File: config.mk
export PLATFORM = sky130hd
export DESIGN_NAME = yarp_branch_predict_unit
export DESIGN_NICKNAME = d
export VERILOG_FILES = /design/src/rtl/yarp_branch_predict_unit.sv
export SDC_FILE = /design/constraint.sdc
export NUM_CORES = 1
export LEC_CHECK = 0
export BUFFER_PORTS_ARGS = -buffer_cell sky130_fd_sc_hd__buf_2
export CORE_UTILIZATION = 53
export DETAILED_ROUTE_END_ITERATION = 6
export GPL_TIMING_DRIVEN = 0
export PLACE_DENSITY_LB_ADDON = 0.05
export SYNTH_ARGS = -nofsm -noshare
export SYNTH_HDL_FRONTEND = slang
export SYNTH_SLANG_ARGS = --single-unit
File: constraint.sdc
create_clock -name clk -period 5.1 [get_ports clk]
set_clock_uncertainty 0.1 [all_clocks]
set_input_delay 0.51 -clock clk [delete_from_list [all_inputs] [get_ports clk]]
set_output_delay 0.51 -clock clk [all_outputs]
set_load 0.03 [all_outputs]
File: src/rtl/yarp_branch_predict_unit.sv
// B-type branch resolver with a PC-indexed 2-bit BHT and saturating perf counters.
// Prediction is combinational; resolve pulses, BHT and counters update one edge after accept. There is no backpressure.
module yarp_branch_predict_unit #(
  parameter int XLEN        = 32,
  parameter int BHT_ENTRIES = 64,
  parameter int CNT_W       = 32
) (
  input  logic             clk,
  input  logic             reset,
  input  logic [XLEN-1:0]  fetch_pc_i,
  output logic             pred_taken_o,
  input  logic             ex_valid_i,
  input  logic             ex_flush_i,
  input  logic [XLEN-1:0]  ex_pc_i,
  input  logic             ex_pred_taken_i,
  input  logic             is_b_type_ctl_i,
  input  logic [2:0]       instr_func3_ctl_i,
  input  logic [XLEN-1:0]  opr_a_i,
  input  logic [XLEN-1:0]  opr_b_i,
  output logic             resolve_valid_o,
  output logic             branch_taken_o,
  output logic             mispredict_o,
  output logic             illegal_func3_o,
  output logic [CNT_W-1:0] branch_cnt_o,
  output logic [CNT_W-1:0] mispred_cnt_o
);

  localparam int IDX_W = $clog2(BHT_ENTRIES);
  localparam logic [2:0] F3_BEQ  = 3'b000;
  localparam logic [2:0] F3_BNE  = 3'b001;
  localparam logic [2:0] F3_BLT  = 3'b100;
  localparam logic [2:0] F3_BGE  = 3'b101;
  localparam logic [2:0] F3_BLTU = 3'b110;
  localparam logic [2:0] F3_BGEU = 3'b111;
  localparam logic [CNT_W-1:0] CNT_MAX = {CNT_W{1'b1}};

  logic [1:0]       bht [BHT_ENTRIES];
  logic [IDX_W-1:0] fetch_idx;
  logic [IDX_W-1:0] ex_idx;
  logic             acc;
  logic             legal;
  logic             outcome;
  logic             upd;
  logic             mispred;
  logic [1:0]       cur_cnt;
  logic [1:0]       nxt_cnt;
  logic             unused_pc_bits;

  assign fetch_idx    = fetch_pc_i[IDX_W+1:2];
  assign ex_idx       = ex_pc_i[IDX_W+1:2];
  assign pred_taken_o = bht[fetch_idx][1];

  // Untagged table: upper PC bits and the byte offset never take part in lookup.
  assign unused_pc_bits = ^{fetch_pc_i[XLEN-1:IDX_W+2], fetch_pc_i[1:0],
                            ex_pc_i[XLEN-1:IDX_W+2], ex_pc_i[1:0]};

  assign acc = ex_valid_i & ~ex_flush_i & is_b_type_ctl_i;

  always_comb begin
    outcome = 1'b0;
    legal   = 1'b1;
    case (instr_func3_ctl_i)
      F3_BEQ:  outcome = (opr_a_i == opr_b_i);
      F3_BNE:  outcome = (opr_a_i != opr_b_i);
      F3_BLT:  outcome = ($signed(opr_a_i) <  $signed(opr_b_i));
      F3_BGE:  outcome = ($signed(opr_a_i) >= $signed(opr_b_i));
      F3_BLTU: outcome = (opr_a_i <  opr_b_i);
      F3_BGEU: outcome = (opr_a_i >= opr_b_i);
      default: legal   = 1'b0;
    endcase
  end

  assign upd     = acc & legal;
  assign mispred = outcome != ex_pred_taken_i;
  assign cur_cnt = bht[ex_idx];

  always_comb begin
    nxt_cnt = cur_cnt;
    if (outcome) begin
      if (cur_cnt != 2'b11) nxt_cnt = cur_cnt + 2'b01;
    end else begin
      if (cur_cnt != 2'b00) nxt_cnt = cur_cnt - 2'b01;
    end
  end

  always_ff @(posedge clk) begin
    if (reset) begin
      for (int i = 0; i < BHT_ENTRIES; i++) bht[i] <= 2'b01;
      resolve_valid_o <= 1'b0;
      branch_taken_o  <= 1'b0;
      mispredict_o    <= 1'b0;
      illegal_func3_o <= 1'b0;
      branch_cnt_o    <= '0;
      mispred_cnt_o   <= '0;
    end else begin
      resolve_valid_o <= upd;
      branch_taken_o  <= upd & outcome;
      mispredict_o    <= upd & mispred;
      illegal_func3_o <= acc & ~legal;
      if (upd) bht[ex_idx] <= nxt_cnt;
      if (upd && branch_cnt_o != CNT_MAX) branch_cnt_o <= branch_cnt_o + CNT_W'(1);
      if (upd && mispred && mispred_cnt_o != CNT_MAX) mispred_cnt_o <= mispred_cnt_o + CNT_W'(1);
    end
  end

endmodule

==> results of run 1 <==
metal layers:
metal  wire length (microns)  track usage  vias up
met5                       0            0        -
met4                     699       0.0910        0
met3                    2980       0.0503       69
met2                   14600        0.489      510
met1                   12500        0.398     4379
li1                        -            -     4337
cells in the mapped netlist (5+ instances only):
master / number
a31oi_1: 6
or3_1: 23
o31ai_1: 8
a22o_1: 12
dfxtp_1: 68
nand3b_1: 6
nand2_1: 102
clkbuf_1: 43
and3_1: 12
or4_1: 9
nand2b_1: 33
xnor2_1: 14
buf_6: 12
mux2_2: 9
nor4_1: 16
inv_1: 42
or2_2: 32
edfxtp_1: 128
o21ai_0: 22
ha_1: 34
a22oi_1: 44
nand4_1: 25
mux4_2: 21
nor3_1: 39
a221oi_1: 10
nor2b_1: 13
and2_1: 5
a21o_1: 8
xor2_1: 14
nor2_1: 127
buf_2: 15
nand3_1: 63
a21oi_1: 41
power groups by stage:
stage | clock network, W | registers (W) | logic, W
3_3_place_gp | 0 | 0.00175 | 0.000447
4_1_cts | 0.00131 | 0.00172 | 0.000454
5_1_grt | 0.00137 | 0.00172 | 0.000495
3_5_place_dp | 0 | 0.00175 | 0.000452
2_1_floorplan | 0 | 0.00175 | 0.000294
6_report | 0.00131 | 0.00172 | 0.000458
area by class of cell:
type                       instances  area (sq um)
clock inverter                    14           139
buffer                            74           387
timing repair buffer             148           741
multi-input combinational        786          5080
tap                              265           332
fill                            1650          7250
inverter                          42           158
clock buffer                      18           429
sequential                       196          5200
cell families after synthesis:
logic type,synth area share
flip-flops,0.481
buffers and inverters,0.0503
AO/OA/AOI/OAI,0.0996
AND/OR/NAND/NOR,0.247
multiplexers,0.0572
XOR/XNOR,0.0242
adder cells (fa/ha/maj),0.0413
metrics by stage:
stage               instance area, sq um  setup WS (ps)  hold slack, ps  utilization
floorplan                          10800           1460             510            -
global placement                   11900            704             382        0.603
detailed placement                 11900            716             381        0.603
CTS                                12500            727             263        0.632
global route                       12500            578             288        0.633
finish                             12500            717             264        0.633
flip-flops by register name, summed over array words and instances (netlist names):
name             cells
bht                128
illegal_func3_o      1
resolve_valid_o      1
branch_taken_o       1
branch_cnt_o        32
mispred_cnt_o       32
mispredict_o         1
final timing paths:
check | end | cells after the start | slack (ps) | from
max | pred_taken_o | 6 | 720 | fetch_pc_i[2]
min reg2reg | mispred_cnt_o[26] | 2 | 390 | mispred_cnt_o[26]
max reg2reg | branch_cnt_o[25] | 12 | 1880 | branch_cnt_o[11]
min | illegal_func3_o | 3 | 260 | ex_flush_i
layout by cell type, fill, tap and decap left out, types with 13 or more instances in the layout:
| cell type | n |
|---|---|
| o21ai_0 | 22 |
| xor2_1 | 14 |
| dfxtp_1 | 68 |
| clkbuf_16 | 17 |
| xnor2_1 | 14 |
| mux4_2 | 21 |
| or3_1 | 23 |
| a21oi_1 | 41 |
| edfxtp_1 | 128 |
| nor2_1 | 127 |
| nor2b_1 | 13 |
| a22oi_1 | 44 |
| buf_2 | 163 |
| nand2b_1 | 33 |
| nand2_1 | 102 |
| nor4_1 | 16 |
| nor3_1 | 39 |
| clkbuf_1 | 44 |
| nand3_1 | 63 |
| ha_1 | 34 |
| or2_2 | 32 |
| inv_1 | 42 |
| nand4_1 | 25 |
worst max-delay path: cells and delay by family:
family	cells	cell delay (ps)
buf+inv	3	1620
mux	3	1630
==> impl_metrics.py, run 1 <==
metrics = {
    "synthesis": {
        "synth_cell_types": 58,
        "ys_seq_elements": 196,
        "synth_flop_cell": "edfxtp_1",
        "async_flop_share": 0,
        "synth.avg_cell_area_sq_um": 9.86,
        "yosysWarnings": 0,
        "syn_nets": 1269,
        "syn_area_sq_mm": 0.0108,
        "yosys.area.top_type_share": 0.355,
        "yosysTopAreaCell": "edfxtp_1",
        "yosysSeqAreaShare": 0.481,
        "syn_inst": 1098,
        "synth_edf_count": 128,
        "synth.area.top_cells": "edfxtp_1 36%, dfxtp_1 13%, nor2_1 4.4%",
    },
    "floorplan": {
        "ioPinCount": 206,
        "coreArea_sq_mm": 0.0197,
        "rows": 51,
        "die_h_microns": 145,
        "die_area_sq_mm": 0.0210,
        "die_w_microns": 145,
        "start_util": 0.549,
    },
    "critical_path": {
        "slowest_delay_ps": 870,
        "timing.critical_path.mode_cell": "mux4_2",
        "slowest_stage": "buf_1",
        "path_class": "input port to output pin",
        "critPathLaunchType": "input port",
        "cp-end-kind": "output pin",
        "cp.arrival_ps": 3770,
        "cp.required_ps": 4490,
        "crit_chain": "clkbuf_1 -> buf_1 -> mux4_2 -> mux4_2 -> mux4_2 -> buf_2",
        "crit_path_max_fanout": 10,
    },
    "sta": {
        "relSlewSlack": 0.149,
        "drv_slew": 0,
        "hold_violations": 0,
        "fmax_mhz": 228,
        "period_minus_slack_ps": 4380,
        "setup-tns-final_ps": 0,
        "rsz0062_at_grt": "false",
        "worst_pin_slew_ps": 1270,
        "finalCritPeriodShare": 0.860,
        "setup_viol": 0,
    },
    "power": {
        "internal_power_w": 0.00252,
        "netSwitchingFraction": 0.276,
        "p_seq_frac": 0.493,
        "pwr-share-clk": 0.376,
        "p_comb_frac": 0.131,
        "power.density_mw_per_mm2": 280,
        "power.switching_w": 0.000963,
        "p_leak_nw": 4.52,
        "power_w": 0.00349,
        "vdd_drop_max_v": 0.000255,
    },
    "clock_tree": {
        "clock_insertion_delay_worst_skew_ps": 440,
        "clk_path_buf_depth": 2,
        "cts_tree": "built",
        "cts_hold_buf": 0,
        "clk_pin_slew_worst_paths_ps": 70,
        "cts_sinks": 196,
        "cts_setup_buffers": 0,
        "cts_resized": 0,
        "h-tree-depth": 4,
        "cts_buffers": 17,
        "cts-root-buf": "clkbuf_16",
    },
    "cells_and_area": {
        "nets": 1436,
        "fin_cells": 1543,
        "syn_to_final_growth_pct": 15.2,
        "n_antenna_cell": 0,
        "drive_above_1_share": 0.219,
    },
    "placement": {
        "gp_congestion": 0.921,
        "placed_cells": 1511,
        "portBuffers": 148,
        "hpwl_mm": 22.2,
    },
    "grt": {
        "grtUsageTotal": 0.296,
        "grt_max_degree": 20,
        "grt_pass1_wl_mm": 48.1,
        "grt-ovfl-total": 0,
        "first_global_vias": 8830,
        "antenna_found_initial": 0,
    },
    "hold_path": {
        "hold_class": "input port to flop",
    },
    "job": {
        "cap_violations": 0,
    },
    "routing": {
        "routedWlPerCell_microns": 19.9,
        "route.detailed.drc": 0,
        "via_count": 9295,
        "ant_nets": 0,
        "firstDrtPassIters": 6,
        "drt-total-wl_mm": 30.7,
        "viasPerCell": 6.02,
        "drt-initial-drc-count": 931,
    },
    "outcome": {
        "status": "finished, final reports clean",
    },
}
Power figures use the tool's default switching activity.
==> run 2: changes to the inputs <==
--- a/config.mk
+++ b/config.mk
@@ -6,10 +6,12 @@
 export NUM_CORES = 1
 export LEC_CHECK = 0
 export BUFFER_PORTS_ARGS = -buffer_cell sky130_fd_sc_hd__buf_2
+export CAP_MARGIN = 25
 export CORE_UTILIZATION = 53
 export DETAILED_ROUTE_END_ITERATION = 6
 export GPL_TIMING_DRIVEN = 0
 export PLACE_DENSITY_LB_ADDON = 0.05
+export SLEW_MARGIN = 10
 export SYNTH_ARGS = -nofsm -noshare
 export SYNTH_HDL_FRONTEND = slang
 export SYNTH_SLANG_ARGS = --single-unit
==> constraint.sdc (replaced) <==
create_clock -name clk -period 5 [get_ports clk]
set_clock_uncertainty 0.1 [all_clocks]
set_input_delay 0.5 -clock clk [delete_from_list [all_inputs] [get_ports clk]]
set_output_delay 0.5 -clock clk [all_outputs]
set_load 0.03 [all_outputs]
==> run 2 against run 1 <==
Against the previous run: the flow now finishes with violations (DRC); cell count grew 0.26%; count of clock-buffer cells in the layout grew 1; clock power up 4%; non-clock buffer count grew 4; sequential share of layout area is 0.15 points lower; via count grew 0.20%; core utilization grew 0.23 points; global-route usage about the same; routed wire length is 0.11% higher; combinational power grew 3%; first-iteration DRC count increased by 0.32%; power grew 2.9%; critical path type unchanged; critical endpoint unchanged; highest routed layer unchanged.
==> impl_metrics.py, run 2 (synthesis results as in run 1) <==
metrics = {
    "clock_tree": {
        "clk_path_buf_depth": 2,
        "cts_sinks": 196,
        "clock_insertion_delay_worst_skew_ps": 450,
        "cts_hold_buf": 0,
        "h-tree-depth": 4,
        "cts_tree": "built",
        "cts_buffers": 17,
        "cts-root-buf": "clkbuf_16",
        "cts_setup_buffers": 0,
        "cts_resized": 0,
        "clk_pin_slew_worst_paths_ps": 70,
    },
    "grt": {
        "antenna_found_initial": 0,
        "grt-ovfl-total": 0,
        "grt_pass1_wl_mm": 47.9,
        "first_global_vias": 8782,
        "grtUsageTotal": 0.296,
        "grt_max_degree": 21,
    },
    "routing": {
        "via_count": 9314,
        "drt-initial-drc-count": 934,
        "viasPerCell": 6.02,
        "drt-total-wl_mm": 30.8,
        "ant_nets": 0,
        "firstDrtPassIters": 7,
        "routedWlPerCell_microns": 19.9,
        "route.detailed.drc": 1,
    },
    "critical_path": {
        "crit_path_max_fanout": 7,
        "slowest_delay_ps": 560,
        "timing.critical_path.mode_cell": "mux4_2",
        "cp-end-kind": "output pin",
        "critPathLaunchType": "input port",
        "path_class": "input port to output pin",
        "slowest_stage": "clkbuf_1",
        "cp.required_ps": 4400,
        "crit_chain": "clkbuf_1 -> buf_1 -> buf_6 -> mux4_2 -> mux4_2 -> mux4_2 -> buf_2",
        "cp.arrival_ps": 3500,
    },
    "cells_and_area": {
        "reg_top3": "bht: 128 flops, branch_cnt_o: 32 flops, mispred_cnt_o: 32 flops",
        "final_cell_mix": "165 x buf_2, 128 x edfxtp_1, 127 x nor2_1",
        "nets": 1440,
        "largest_reg_flops": 128,
        "drive_above_1_share": 0.222,
        "syn_to_final_growth_pct": 15.6,
        "final_common_cell": "buf_2",
        "fin_cells": 1547,
        "n_antenna_cell": 0,
        "regMostFlops": "bht",
    },
    "placement": {
        "hpwl_mm": 22.2,
        "gp_congestion": 0.921,
        "portBuffers": 148,
        "placed_cells": 1514,
        "pre_cts_ws_ps": 623,
    },
    "sta": {
        "hold_violations": 0,
        "relSlewSlack": 0.200,
        "rsz0062_at_grt": "false",
        "fmax_mhz": 244,
        "period_minus_slack_ps": 4100,
        "setup-tns-final_ps": 0,
        "setup_viol": 0,
        "drv_slew": 0,
        "finalCritPeriodShare": 0.820,
        "worst_pin_slew_ps": 1190,
        "hold-worst-slack_ps": 253,
        "setup_slack_ps": 902,
    },
    "job": {
        "cap_violations": 0,
    },
    "floorplan": {
        "start_util": 0.549,
        "coreArea_sq_mm": 0.0197,
        "rows": 51,
        "die_area_sq_mm": 0.0210,
        "die_w_microns": 145,
        "die_h_microns": 145,
        "ioPinCount": 206,
    },
    "power": {
        "power.density_mw_per_mm2": 286,
        "p_leak_nw": 4.56,
        "vdd_drop_max_v": 0.000259,
        "power_w": 0.00359,
    },
    "outcome": {
        "violations": "DRC",
        "status": "finished with violations",
    },
    "hold_path": {
        "hold_class": "input port to flop",
    },
}
[run 2: changes by cell type in the layout (fill, tap and decap cells not counted)]
| cell | change |
|---|---|
| buf_2 | +2 |
| buf_6 | +2 |
| clkbuf_8 | +1 |
| clkinv_1 | -1 |
| clkinv_4 | +1 |
| clkinvlp_4 | -1 |
| inv_6 | -1 |
| inv_8 | +1 |
[run 2: layout make-up]
type,count,area [sq um]
tap,265,332
buffer,74,387
inverter,42,158
clock buffer,19,443
clock inverter,13,139
timing repair buffer,152,773
sequential,196,5200
fill,1613,7200
multi-input combinational,786,5080
[run 2: path summary, 6_finish.rpt]
kind | startpoint | endpoint | slack (ps) | cells past startpoint
max | fetch_pc_i[2] | pred_taken_o | 900 | 7
min | ex_flush_i | illegal_func3_o | 250 | 3
max reg2reg | branch_cnt_o[11] | branch_cnt_o[25] | 1820 | 12
min reg2reg | mispred_cnt_o[26] | mispred_cnt_o[26] | 390 | 2
[run 2: critical path: cells and delay by family]
family                 cells  cell delay [ps]
buffers and inverters      4             1490
muxes                      3             1490
[run 2: through the flow]
step / utilization / cell area, sq um
floorplan: - / 10800
global placement: 0.603 / 11900
detailed placement: 0.605 / 11900
CTS: 0.634 / 12500
global route: 0.635 / 12500
finish: 0.635 / 12500
[run 2: metal layers]
layer | wire [microns] | part of all wire | vias up | track usage
li1 | - | - | 4349 | -
met1 | 12500 | 0.41 | 4348 | 0.394
met2 | 14300 | 0.46 | 526 | 0.477
met3 | 2950 | 0.096 | 91 | 0.0582
met4 | 1060 | 0.035 | 0 | 0.114
met5 | 0 | 0 | - | 0
[run 2: where the power goes]
group	internal (W)	switching (W)
logic	0.000174	0.000297
registers	0.00174	0.0000139
clock network	0.000682	0.000682
total	0.00259	0.000993
